--- src/rtl/processor_accum_param.sv ---
// processor_accum_param: parametrised multi-cycle accumulator processor.
// Each instruction takes FETCH -> DECODE -> EXEC; HLT parks the core in
// HALT until reset. Instruction memory is external and read combinationally
// at instr_addr. The register file can be preloaded from outside via rf_we.
//
// Ports:
//   clk          system clock, rising edge
//   reset        synchronous active-high reset
//   instr_addr   fetch address (equals pc)
//   instr_data   16-bit instruction word, sampled in FETCH
//   rf_we        external register-file write enable
//   rf_waddr     external write index
//   rf_wdata     external write data
//   ACC, z, cy   accumulator, zero flag, carry/borrow flag
//   pc           program counter
//   state        FETCH=0, DECODE=1, EXEC=2, HALT=3
//   halted       high while in HALT
//
// state  | meaning
// -------+--------------------------------------------------
// FETCH  | latch instruction word, advance pc
// DECODE | read selected register into operand B
// EXEC   | execute opcode, update ACC/flags/pc/register
// HALT   | frozen; only reset leaves (preload still allowed)

module processor_accum_param #(
    parameter int DATA_W = 8,
    parameter int NREGS  = 8,
    parameter int PC_W   = 8
) (
    input  logic                     clk,
    input  logic                     reset,
    output logic [PC_W-1:0]          instr_addr,
    input  logic [15:0]              instr_data,
    input  logic                     rf_we,
    input  logic [$clog2(NREGS)-1:0] rf_waddr,
    input  logic [DATA_W-1:0]        rf_wdata,
    output logic [DATA_W-1:0]        ACC,
    output logic                     z,
    output logic                     cy,
    output logic [PC_W-1:0]          pc,
    output logic [1:0]               state,
    output logic                     halted
);

    localparam int RI_W  = $clog2(NREGS);
    localparam int IMM_N = (DATA_W < 8) ? DATA_W : 8;

    typedef enum logic [1:0] {
        S_FETCH  = 2'd0,
        S_DECODE = 2'd1,
        S_EXEC   = 2'd2,
        S_HALT   = 2'd3
    } state_t;

    state_t              state_q, state_d;
    logic [DATA_W-1:0]   acc_q, acc_d;
    logic [DATA_W-1:0]   b_q, b_d;
    logic                z_q, z_d;
    logic                cy_q, cy_d;
    logic [PC_W-1:0]     pc_q, pc_d;
    logic [15:0]         ir_q, ir_d;
    logic [DATA_W-1:0]   regs_q [NREGS];
    logic [DATA_W-1:0]   regs_d [NREGS];

    logic [3:0]          op;
    logic [RI_W-1:0]     rsel;
    logic [DATA_W-1:0]   imm_ext;
    logic [DATA_W-1:0]   rd_val;
    logic [DATA_W:0]     sum;
    logic [DATA_W-1:0]   diff;
    logic                borrow;
    logic [DATA_W-1:0]   res;
    logic                upd_z;
    logic                wr_int;
    logic                unused_ir;

    assign op        = ir_q[15:12];
    assign rsel      = ir_q[8 +: RI_W];
    assign unused_ir = ^ir_q;

    always_comb begin
        imm_ext = '0;
        imm_ext[IMM_N-1:0] = ir_q[IMM_N-1:0];
    end

    always_comb begin
        rd_val = '0;
        if (int'(rsel) < NREGS) rd_val = regs_q[rsel];
    end

    // ADC folds the held carry into the same adder as ADD.
    assign sum    = {1'b0, acc_q} + {1'b0, b_q}
                  + {{DATA_W{1'b0}}, (op == 4'h8) & cy_q};
    assign diff   = acc_q - b_q;
    assign borrow = (acc_q < b_q);
    assign wr_int = (state_q == S_EXEC) && (op == 4'h2);

    always_comb begin
        state_d = state_q;
        acc_d   = acc_q;
        b_d     = b_q;
        z_d     = z_q;
        cy_d    = cy_q;
        pc_d    = pc_q;
        ir_d    = ir_q;
        regs_d  = regs_q;
        res     = '0;
        upd_z   = 1'b0;

        // An internal MOV R,A wins the write port outright; any external
        // write in that cycle is discarded rather than deferred.
        if (wr_int) begin
            if (int'(rsel) < NREGS) regs_d[rsel] = acc_q;
        end else if (rf_we && (int'(rf_waddr) < NREGS)) begin
            regs_d[rf_waddr] = rf_wdata;
        end

        case (state_q)
            S_FETCH: begin
                ir_d    = instr_data;
                pc_d    = pc_q + {{(PC_W-1){1'b0}}, 1'b1};
                state_d = S_DECODE;
            end
            S_DECODE: begin
                b_d     = rd_val;
                state_d = S_EXEC;
            end
            S_EXEC: begin
                state_d = S_FETCH;
                case (op)
                    4'h1: acc_d = b_q;
                    4'h3, 4'h8: begin
                        res   = sum[DATA_W-1:0];
                        acc_d = res;
                        cy_d  = sum[DATA_W];
                        upd_z = 1'b1;
                    end
                    4'h4: begin
                        res   = diff;
                        acc_d = res;
                        cy_d  = borrow;
                        upd_z = 1'b1;
                    end
                    4'h5, 4'h6, 4'h7: begin
                        res   = (op == 4'h5) ? (acc_q & b_q) :
                                (op == 4'h6) ? (acc_q | b_q) : (acc_q ^ b_q);
                        acc_d = res;
                        cy_d  = 1'b0;
                        upd_z = 1'b1;
                    end
                    4'h9: acc_d = imm_ext;
                    // Jumps see the flags as they stood before this EXEC.
                    4'hA: if (z_q)  pc_d = ir_q[PC_W-1:0];
                    4'hB: if (cy_q) pc_d = ir_q[PC_W-1:0];
                    4'hC: pc_d = ir_q[PC_W-1:0];
                    4'hD: begin
                        res   = acc_q + {{(DATA_W-1){1'b0}}, 1'b1};
                        acc_d = res;
                        upd_z = 1'b1;
                    end
                    4'hE: begin
                        res   = diff;
                        cy_d  = borrow;
                        upd_z = 1'b1;
                    end
                    4'hF: state_d = S_HALT;
                    default: ;
                endcase
                if (upd_z) z_d = (res == '0);
            end
            default: state_d = S_HALT;
        endcase
    end

    always_ff @(posedge clk) begin
        if (reset) begin
            state_q <= S_FETCH;
            acc_q   <= '0;
            b_q     <= '0;
            z_q     <= 1'b0;
            cy_q    <= 1'b0;
            pc_q    <= '0;
            ir_q    <= '0;
            for (int i = 0; i < NREGS; i++) regs_q[i] <= '0;
        end else begin
            state_q <= state_d;
            acc_q   <= acc_d;
            b_q     <= b_d;
            z_q     <= z_d;
            cy_q    <= cy_d;
            pc_q    <= pc_d;
            ir_q    <= ir_d;
            for (int i = 0; i < NREGS; i++) regs_q[i] <= regs_d[i];
        end
    end

    assign instr_addr = pc_q;
    assign pc         = pc_q;
    assign ACC        = acc_q;
    assign z          = z_q;
    assign cy         = cy_q;
    assign state      = state_q;
    assign halted     = (state_q == S_HALT);

endmodule

--- config.mk ---
export PLATFORM = sky130hd
export DESIGN_NAME = processor_accum_param
export DESIGN_NICKNAME = d
export VERILOG_FILES = /design/src/rtl/processor_accum_param.sv
export SDC_FILE = /design/constraint.sdc
export NUM_CORES = 1
export LEC_CHECK = 0
export BUFFER_PORTS_ARGS = -buffer_cell sky130_fd_sc_hd__buf_2
export CAP_MARGIN = 40
export CORE_MARGIN = 2
export CORE_UTILIZATION = 48
export DETAILED_ROUTE_END_ITERATION = 12
export PLACE_DENSITY = 0.7
export SLEW_MARGIN = 20
export SYNTH_ARGS = -nofsm -noshare
export SYNTH_HDL_FRONTEND = slang
export SYNTH_SLANG_ARGS = --single-unit
--- constraint.sdc ---
create_clock -name clk -period 4.77 [get_ports clk]
set_clock_uncertainty 0.05 [all_clocks]
set_input_delay 0.954 -clock clk [delete_from_list [all_inputs] [get_ports clk]]
set_output_delay 0.954 -clock clk [all_outputs]
set_load 0.02 [all_outputs]
After elaboration in Yosys (flattened, before gate mapping). Cells that the tools add are included.

Add/sub/neg operators: 5. Magnitude comparators: 5. Equal/unequal tests: 21. Mux-type cells: 25. Bitwise logic cells: 6. Reductions and logical operators: 17.

Operators by type and width (count): $bwmux 64 (2); $mux 64 (2); $mux 8 (9); $demux 8 s3 (2); $pmux 8 s6 (1); $eq 4x4->1 const B (8); $pmux 8 s4 (1); $bmux 8 s3 (1); $pmux 8 s3 (1); $add 8x1->8 const B (2); $eq 4x3->1 const B (4); $pmux 8 s2 (1); $add 8x8->9 (1); $add 9x1->9 (1); $and 8x8->8 (1); $eq 4x2->1 const B (2); $ge 4x4->1 const B (2); $logic_not 8->1 (1); $lt 4x1->1 const B (2); $lt 8x8->1 (1); $not 3->4 (2); $or 8x8->8 (1); $reduce_or 8->1 (1); $sub 8x8->8 (1); 20 further kinds (29).

Register bits after elaboration: 108. Bits of input ports: 30. Output and inout bits: 29. Word-level logic and storage cells: 94.

Logic depth before layout (Yosys ltp). Gate-level depths: netlist (run 1).

Depth in word-level cells: 8. Depth in mapped cells: 13. Mapped depth without buffers: 12.

Worst setup path before layout (run 1). No wires, ideal clock.

Path type: flip-flop to flip-flop. Start point: reg acc_q[0], in the netlist ACC[0]. End point: reg z_q, in the netlist z. Library setup time: 69 ps. Arrival: 3040 ps. Required time: 4651 ps. Path slack: 1611 ps. Stages on the path, launching flop included: 13. Path buffers: 1. Clock period less this slack: 3159 ps. Cells stage by stage: dfxtp_1 -> clkbuf_1 -> inv_1 -> fa_1 -> inv_1 -> fa_1 -> nor3b_1 -> a31oi_1 -> o221ai_1 -> nand2b_1 -> nor3_1 -> or4b_1 -> o21ai_1.

Word-level cells in the longest chain between the ends: 6. Elaborated cells on any way between the ends: 12. Those cells by class: add/sub: 4; mux: 4; bitwise: 3; reduce/logical: 1.

RTL lines: start: declaration (RTL line 57) `logic [DATA_W-1:0] acc_q, acc_d;`; start signal: assignment (RTL line 179) `acc_q <= '0;`; start signal: assignment (RTL line 188) `acc_q <= acc_d;`; parallel branches: the longest is 3 deep, another holds $add 8x8->9; $pmux 8 s4 (*) (RTL line 131) `case (op)`; $mux 8 (*) (RTL line 119) `case (state_q)`; $logic_not 8->1 (*) (RTL line 170) `if (upd_z) z_d = (res == '0);`; end signal: assignment (RTL line 190) `z_q <= z_d;`; end: declaration (RTL line 59) `logic z_q, z_d;`.

Every way passes the cells marked *. The select of a mux whose other input is x is not followed. A chain may end at the register's enable or synchronous reset.

Worst setup path after layout (run 1).
Start point: reg ir_q[12]. End point: reg z_q, in the netlist z.

Word-level cells in the longest chain between the ends: 6. Elaborated cells on any way between the ends: 22. Those cells by class: add/sub: 1; eq/ne: 8; mux: 6; bitwise: 1; reduce/logical: 6.

RTL lines: start: declaration (RTL line 62) `logic [15:0] ir_q, ir_d;`; start signal: assignment (RTL line 193) `ir_q <= ir_d;`; $eq 4x4->1 or $eq 4x3->1 (tied branches) (RTL line 94, 131, 147); $and 1x1->1 or $mux 8 (tied branches) (RTL line 94, 147); $add 9x1->9 or $mux 8 (tied branches) (RTL line 94, 146); $pmux 8 s4 (RTL line 131); $mux 8 (RTL line 119); $logic_not 8->1 (RTL line 170).

Several ways; a longest one is shown, not always the timed one. The select of a mux whose other input is x is not followed.

==> impl_metrics.env, run 1 <==
export IMPL_setup_viol=0
export IMPL_dpl_cell_count=1042
export IMPL_start_util_pct=49.35
export IMPL_final_seq_area_sq_mm=0.002142
export IMPL_dp_hpwl_um=14200
export IMPL_max_freq_mhz=286.2
export IMPL_endpoint_kind="register"
export IMPL_avgSynthCellArea_sq_um=7.971
export IMPL_final_cell_mix="118 x nand2_1, 107 x dfxtp_1, 98 x a21oi_1, 65 x nor2_1, 56 x buf_2"
export IMPL_vias=6636
export IMPL_final_antenna_net_count=0
export IMPL_pwr_density_cell_mw_per_mm2=304.6
export IMPL_insertion_delay_ns=0.36
export IMPL_rows=43
export IMPL_antennaDiodeCount=0
export IMPL_numCtsBuffers=9
export IMPL_synth_fp_nets=925
export IMPL_die_area_sq_mm=0.01536
export IMPL_tns_ns=0
export IMPL_synth_cell_types=74
export IMPL_syn2layout_area_growth_pct=8.356
export IMPL_status="finished, final reports clean"
export IMPL_critPathKind="register to register"
export IMPL_mostFrequentLayoutCell="nand2_1"
export IMPL_htreeDepth=3
export IMPL_drt_wl_total_um=20430
export IMPL_synth_edf_count=0
export IMPL_final_core_util_pct=53.47
export IMPL_fin_crit_sh_pct=73.25
export IMPL_cts_root_buf="clkbuf_16"
export IMPL_fillers=1375
export IMPL_grt_pass1_wl_um=32530
export IMPL_hold_violations=0
export IMPL_clk_pin_slew_worst_paths_ns=0.07
export IMPL_cts_max_path_buffers=2
export IMPL_postCtsHoldBufs=0
export IMPL_synth_seq_cells=107
export IMPL_grt_pass1_vias=5977
export IMPL_final_nets=933
export IMPL_period_minus_slack_ns=3.494
export IMPL_worst_pin_slew_ns=0.8259
export IMPL_first_pass_iters=5
export IMPL_tritoncts="done"
export IMPL_io_pins=59
export IMPL_multiInputGateArea_sq_mm=0.004264
export IMPL_netlist_instances=866
export IMPL_cp_max_fo=22
export IMPL_hp_class="register to register"
export IMPL_clkSinkCount=107
export IMPL_arrival_ns=3.74
export IMPL_grt_usage_pct=27.42
export IMPL_layout_cells_non_filler=1059
export IMPL_grt_max_degree=71
export IMPL_synthArstFlopShare_pct=0
export IMPL_cap_violations=0
export IMPL_seq_area_frac_synth_pct=31.03
export IMPL_slew_headroom_pct=44.48
export IMPL_netlist_area_sq_mm=0.006903
export IMPL_critPathRequiredTime_ns=5.01
export IMPL_core_area_sq_mm=0.01399
export IMPL_totalPowerFinal_uw=2278
export IMPL_ys_warnings_count=0
export IMPL_vias_per_cell=6.266
export IMPL_die_h_um=123.9
export IMPL_start_kind="register"
export IMPL_antenna_found_initial=0
export IMPL_die_w_um=123.9
export IMPL_drt_iter0_drc=887
export IMPL_place_gp_congestion=0.8823
export IMPL_slew_viol_final=0
export IMPL_drive_gt1_share_pct=14.22
export IMPL_ir_drop_uv=238.3
export IMPL_synth_main_ff_cell="dfxtp_1"
export IMPL_wl_per_cell_um=19.29
export IMPL_rsz0062_at_grt="no"
export IMPL_postCtsSetupBuffers=0
export IMPL_leakagePower_uw=0.002711
export IMPL_port_buffers=57
export IMPL_drc=0
export IMPL_grt_overflow=0
export IMPL_cts_resized=0
## per-stage QoR
step | hold WS (ns) | setup slack (ns) | instance area [sq um]
finish | 0.4038 | 1.276 | 7480
global route | 0.4228 | 1.083 | 7480
CTS | 0.4036 | 1.311 | 7472
detailed placement | 0.3933 | 1.341 | 7159
global placement | 0.3910 | 1.364 | 7144
floorplan | 0.3787 | 1.611 | 6903
## synthesized netlist by cell type, drive strengths merged, types with 23 or more instances
master | n | area share [%]
dfxtp | 107 | 31
inv | 29 | 1.6
nor2 | 67 | 3.7
clkbuf | 46 | 2.5
a22oi | 55 | 6.0
nand3 | 23 | 1.8
ha | 26 | 4.7
a21oi | 99 | 7.2
o21ai | 28 | 2.0
nand2 | 119 | 6.6
buf | 32 | 3.1
mux2i | 23 | 3.3
## per-layer routing
| layer | wire length, um | vias to the layer above | global-route usage [%] |
|---|---|---|---|
| li1 | - | 3179 | - |
| met1 | 8714 | 3142 | 36.98 |
| met2 | 9553 | 276 | 43.44 |
| met3 | 1530 | 39 | 4.716 |
| met4 | 634 | 0 | 11.38 |
| met5 | 0 | - | 0 |
## final cells by class
cell class	instances	share of cell area (%)
inverter	30	1.506
clock buffer	9	3.011
timing repair buffer	75	5.654
tap	180	3.011
multi-input combinational	651	57.01
clock inverter	7	1.171
sequential	107	28.64
## flip-flops by register name, indices dropped and copies added (netlist names)
| signal | count |
|---|---|
| ACC | 8 |
| b_q | 8 |
| cy | 1 |
| instr_addr | 8 |
| ir_q | 15 |
| regs_q | 64 |
| state | 2 |
| z | 1 |
## worst paths after layout
path | from | to | slack, ns | depth (start not counted)
max | ir_q[12]$_SDFFE_PP0P_ | z$_SDFFE_PP0P_ | 1.28 | 13
min | regs_q[26]$_SDFFE_PP0P_ | regs_q[26]$_SDFFE_PP0P_ | 0.40 | 2
max reg2reg | ir_q[12]$_SDFFE_PP0P_ | z$_SDFFE_PP0P_ | 1.28 | 13
min reg2reg | regs_q[26]$_SDFFE_PP0P_ | regs_q[26]$_SDFFE_PP0P_ | 0.40 | 2
## cell families (layout without fill, tap and decap cells)
| kind of cell | after synthesis | after routing | synth area share [%] |
|---|---|---|---|
| AO/OA/AOI/OAI | 287 | 287 | 27.81 |
| buffers and inverters | 108 | 121 | 7.196 |
| AND/OR/NAND/NOR | 288 | 288 | 20.66 |
| flip-flops | 107 | 107 | 31.03 |
| adder cells (fa/ha/maj) | 29 | 29 | 5.583 |
| XOR/XNOR | 14 | 14 | 1.776 |
| multiplexers | 33 | 33 | 5.945 |
## worst max-delay path: stages (launching register included)
cell and delay [ns]:
dfxtp_1 0.30, buf_4 0.20, nor4b_4 0.44, nand2_1 0.14, fa_1 0.40, inv_1 0.08
fa_1 0.41, nor3b_1 0.15, a31oi_1 0.18, o221ai_1 0.14, nand2b_1 0.18, nor3_1 0.16
or4b_1 0.46, o21ai_1 0.14
## power by group
| group | switching [uW] | internal, uW | total (uW) | leakage, uW |
|---|---|---|---|---|
| logic | 321 | 185 | 506 | 0.00169 |
| clock network | 370 | 418 | 787 | 0.000151 |
| registers | 53.0 | 932 | 985 | 0.000870 |
| total | 744 | 1530 | 2280 | 0.00271 |
Note: power is estimated with default switching activity, not from simulation.
==> run 2, diff against run 1 <==
- PLACE_DENSITY: 0.7 -> 0.73
- clock period: 4.77 -> 3.15 ns (I/O delays scaled with it)
==> run 2 against run 1 <==
Against the previous run: setup slack got worse by 1.2 ns; register-to-register slack got worse by 1.2 ns; critical endpoint unchanged; combinational power increased by 58%; global-route usage increased by 0.88 points; via count increased by 1.9%.
==> impl_metrics.env, run 2 (synthesis results as in run 1) <==
export IMPL_clkSinkCount=107
export IMPL_start_kind="register"
export IMPL_mostFrequentLayoutCell="nand2_1"
export IMPL_cts_max_path_buffers=2
export IMPL_grt_usage_pct=28.30
export IMPL_drc=0
export IMPL_crit_buf_inv=1
export IMPL_htreeDepth=3
export IMPL_wl_per_cell_um=19.58
export IMPL_worst_pin_slew_ns=0.7878
export IMPL_wl_met2_um=9585
export IMPL_place_area_sq_mm=0.007279
export IMPL_drive_gt1_share_pct=16.07
export IMPL_fillers=1366
export IMPL_status="finished, final reports clean"
export IMPL_slew_viol_final=0
export IMPL_critPathKind="register to register"
export IMPL_die_w_um=123.9
export IMPL_leakagePower_uw=0.002783
export IMPL_hold_violations=0
export IMPL_drt_iter0_drc=814
export IMPL_timing_hold_ws_ns=0.4028
export IMPL_rsz0062_at_grt="yes"
export IMPL_insertion_delay_ns=0.36
export IMPL_largest_register_ffs=64
export IMPL_vias=6764
export IMPL_final_nets=950
export IMPL_cpPeakStageDelay_ns=0.45
export IMPL_cts_root_buf="clkbuf_16"
export IMPL_core_area_sq_mm=0.01399
export IMPL_cap_violations=0
export IMPL_grt_max_degree=53
export IMPL_final_area_sq_mm=0.007571
export IMPL_arrival_ns=3.36
export IMPL_pwr_density_cell_mw_per_mm2=443.2
export IMPL_io_pins=59
export IMPL_final_antenna_net_count=0
export IMPL_wl_met1_um=8917
export IMPL_grt_pass1_wl_um=33410
export IMPL_drt_wl_total_um=21070
export IMPL_setup_viol=0
export IMPL_met3_length_um=1738
export IMPL_hp_class="register to register"
export IMPL_fin_ws_ns=0.03892
export IMPL_cp_top_family="simple AND/OR/NAND/NOR gates"
export IMPL_final_cell_mix="118 x nand2_1, 106 x dfxtp_1, 98 x a21oi_1, 65 x nor2_1, 56 x buf_2"
export IMPL_endpoint_kind="register"
export IMPL_critPathRequiredTime_ns=3.40
export IMPL_first_pass_iters=6
export IMPL_period_minus_slack_ns=3.111
export IMPL_top_layer="met4"
export IMPL_antennaDiodeCount=0
export IMPL_antenna_found_initial=0
export IMPL_place_gp_congestion=0.9725
export IMPL_clk_pin_slew_worst_paths_ns=0.07
export IMPL_slew_headroom_pct=46.93
export IMPL_tritoncts="done"
export IMPL_grt_pass1_vias=6265
export IMPL_cp_slowest_cell="or4b_1"
export IMPL_post_place_ws_ns=0.09466
export IMPL_die_area_sq_mm=0.01536
export IMPL_die_h_um=123.9
export IMPL_grt_overflow=0
export IMPL_rows=43
export IMPL_reg_top3="regs_q: 64 flops, ir_q: 15 flops"
export IMPL_cp_max_fo=2
export IMPL_ir_drop_uv=400.6
export IMPL_path_cells="nor4b_4, nand2_1, fa_2, inv_2, fa_1, nor3b_2, a31oi_1, o221ai_1, nand2b_1, nor3_1, or4b_1, o21ai_1"
export IMPL_max_freq_mhz=321.4
export IMPL_top_register="regs_q"
export IMPL_dp_hpwl_um=14900
export IMPL_numCtsBuffers=9
export IMPL_syn2layout_area_growth_pct=9.679
export IMPL_vias_per_cell=6.286
export IMPL_start_util_pct=49.35
export IMPL_port_buffers=57
export IMPL_fin_crit_sh_pct=98.76
## run 2: final cells by class
type | instances | area, sq um | area share [%]
inverters | 30 | 112.6 | 1.487
well taps | 180 | 225.2 | 2.975
multi-input cells | 651 | 4272 | 56.42
clock inverters | 5 | 37.54 | 0.4958
clock buffers | 11 | 232.7 | 3.074
flip-flops and latches | 107 | 2143 | 28.31
repair buffers | 92 | 548.0 | 7.238
## run 2: worst paths after layout
check	to	cells after the start	startpoint	slack [ns]
setup reg to reg	z$_SDFFE_PP0P_	12	ir_q[14]$_SDFFE_PP0P_	0.04
setup / recovery	z$_SDFFE_PP0P_	12	ir_q[14]$_SDFFE_PP0P_	0.04
hold / removal	regs_q[8]$_SDFFE_PP0P_	2	regs_q[8]$_SDFFE_PP0P_	0.40
hold reg to reg	regs_q[8]$_SDFFE_PP0P_	2	regs_q[8]$_SDFFE_PP0P_	0.40
## run 2: metrics by stage
step | utilization, % | instances | setup TNS (ns) | total power (uW)
6_report | 54.12 | 1076 | 0 | 3355
5_1_grt | 54.12 | 1076 | -0.07446 | 3508
4_1_cts | 53.97 | 1074 | 0 | 3356
3_5_place_dp | 52.04 | 1058 | 0 | 2288
3_3_place_gp | 51.99 | 1057 | 0 | 2277
2_1_floorplan | - | 866 | 0 | 2079
## run 2: what timing repair did
| item | 4_1_cts | 5_1_grt |
|---|---|---|
| setup buffers | 0 | 1 |
| hold buffers | 0 | 0 |
| endpoints found under the setup margin | 0 | 1 |
| resized for setup | 0 | 4 |
## run 2: where the power goes
group          total, uW  internal (uW)  leakage (uW)  switching, uW
sequential          1480           1410      0.000871           66.9
combinational        801            292       0.00178            508
clock               1080            543      0.000132            533
total               3360           2250       0.00278           1110
## run 2: layer usage
metal,GRT usage [%],vias to the layer above
met3,5.311,66
li1,-,3196
met2,45.36,325
met5,0,-
met1,37.51,3177
met4,11.66,0
## run 2: worst min-delay path, cell delays in order, from the launching register on
cell and delay (ns):
dfxtp_1 0.31, nand2_1 0.05, a21oi_1 0.05
==> run 3, diff against run 2 <==
- PLACE_DENSITY: 0.73 -> 0.7
- SLEW_MARGIN: 20 -> not set
- clock period: 3.15 -> 3.4 ns (I/O delays scaled with it)
==> run 3 against run 2 <==
Against the previous run: count of clock-buffer cells in the layout unchanged; clock power is essentially flat; critical path type unchanged; cell count is 0.46% lower.
==> impl_metrics.env, run 3 (synthesis results as in run 1) <==
export IMPL_status="finished, final reports clean"
export IMPL_endpoint_kind="register"
export IMPL_leakagePower_uw=0.002770
export IMPL_pwr_density_cell_mw_per_mm2=421.8
export IMPL_dp_hpwl_um=14560
export IMPL_grt_pass1_wl_um=31800
export IMPL_syn2layout_area_growth_pct=9.552
export IMPL_rsz0062_at_grt="no"
export IMPL_drive_gt1_share_pct=15.15
export IMPL_cp_max_fo=2
export IMPL_vias=6629
export IMPL_drt_wl_total_um=20480
export IMPL_slew_viol_final=0
export IMPL_final_cell_mix="118 x nand2_1, 107 x dfxtp_1, 98 x a21oi_1, 65 x nor2_1, 56 x buf_2"
export IMPL_period_minus_slack_ns=3.168
export IMPL_vias_per_cell=6.190
export IMPL_tritoncts="done"
export IMPL_arrival_ns=3.41
export IMPL_postCtsSetupBuffers=0
export IMPL_grt_usage_pct=27.00
export IMPL_final_antenna_net_count=0
export IMPL_clk_pin_slew_worst_paths_ns=0.09
export IMPL_grt_max_degree=64
export IMPL_die_h_um=123.9
export IMPL_timing_hold_ws_ns=0.4029
export IMPL_postCtsHoldBufs=0
export IMPL_cap_violations=0
export IMPL_antennaDiodeCount=0
export IMPL_cts_max_path_buffers=2
export IMPL_numCtsBuffers=9
export IMPL_final_nets=945
export IMPL_first_pass_iters=6
export IMPL_htreeDepth=3
export IMPL_cts_resized=0
export IMPL_start_util_pct=49.35
export IMPL_wl_per_cell_um=19.12
export IMPL_hold_violations=0
export IMPL_largest_register_ffs=64
export IMPL_slew_headroom_pct=38.32
export IMPL_top_register="regs_q"
export IMPL_drc=0
export IMPL_reg_top3="regs_q: 64 flops, ir_q: 15 flops"
export IMPL_start_kind="register"
export IMPL_core_area_sq_mm=0.01399
export IMPL_mostFrequentLayoutCell="nand2_1"
export IMPL_tns_ns=0
export IMPL_io_pins=59
export IMPL_hp_class="register to register"
export IMPL_cts_root_buf="clkbuf_16"
export IMPL_max_freq_mhz=315.7
export IMPL_die_area_sq_mm=0.01536
export IMPL_die_w_um=123.9
export IMPL_grt_overflow=0
export IMPL_drt_iter0_drc=789
export IMPL_critPathRequiredTime_ns=3.64
export IMPL_place_gp_congestion=0.9413
export IMPL_worst_pin_slew_ns=0.9210
export IMPL_grt_pass1_vias=5931
export IMPL_rows=43
export IMPL_ir_drop_uv=293.4
export IMPL_antenna_found_initial=0
export IMPL_clkSinkCount=107
export IMPL_port_buffers=57
export IMPL_fin_crit_sh_pct=93.17
export IMPL_critPathKind="register to register"
export IMPL_insertion_delay_ns=0.37
export IMPL_setup_viol=0
==> run 3: changes by cell type in the layout (fill, tap and decap cells not counted), sizes merged <==
cell / delta
buf: -4
bufinv: +1
clkbuf: -1
clkinv: -1
==> run 3: per-layer routing <==
layer	up-vias	part of all wire [%]	track usage [%]
li1	3187	-	-
met4	0	3.4	11.31
met5	-	0	0
met3	53	7.2	5.769
met2	312	46	42.96
met1	3077	44	35.52
==> run 3: final cells by class <==
cell class / instances / area, sq um
Timing Repair Buffer: 87 / 525.5
Clock buffer: 11 / 232.7
Multi-Input combinational cell: 651 / 4264
Fill cell: 1373 / 6426
Clock inverter: 5 / 60.06
Sequential cell: 107 / 2142
Inverter: 30 / 112.6
Tap cell: 180 / 225.2
==> run 3: critical path: stages (launching register included) <==
cell	delay, ns
dfxtp_1	0.34
nor4b_4	0.31
nand2_1	0.11
fa_1	0.38
inv_1	0.09
fa_1	0.42
nor3b_1	0.15
a31oi_1	0.15
o221ai_1	0.14
nand2b_1	0.18
nor3_1	0.16
or4b_1	0.47
o21ai_1	0.14
==> run 3: power breakdown <==
part	total, uW	switching (uW)	internal, uW	leakage [uW]
Sequential	1370	64.2	1310	0.000870
Clock	1080	507	577	0.000141
Combinational	733	465	268	0.00176
Total	3190	1040	2150	0.00277
==> run 3: worst paths after layout <==
kind,start,end,slack (ns),cells past startpoint
setup / recovery,ir_q[12]$_SDFFE_PP0P_,z$_SDFFE_PP0P_,0.23,12
hold / removal,regs_q[8]$_SDFFE_PP0P_,regs_q[8]$_SDFFE_PP0P_,0.40,2
setup reg to reg,ir_q[12]$_SDFFE_PP0P_,z$_SDFFE_PP0P_,0.23,12
hold reg to reg,regs_q[8]$_SDFFE_PP0P_,regs_q[8]$_SDFFE_PP0P_,0.40,2
==> run 3: per-stage QoR <==
stage / cells / area, sq um / total power [uW] / setup WS, ns / utilization (%)
finish: 1071 / 7562 / 3189 / 0.2324 / 54.06
global route: 1071 / 7562 / 3317 / 0.02786 / 54.06
CTS: 1071 / 7562 / 3190 / 0.2799 / 54.06
detailed placement: 1055 / 7269 / 2117 / 0.3063 / 51.97
global placement: 1054 / 7262 / 2108 / 0.3459 / 51.91
floorplan: 866 / 6903 / 1926 / 0.2409 / -
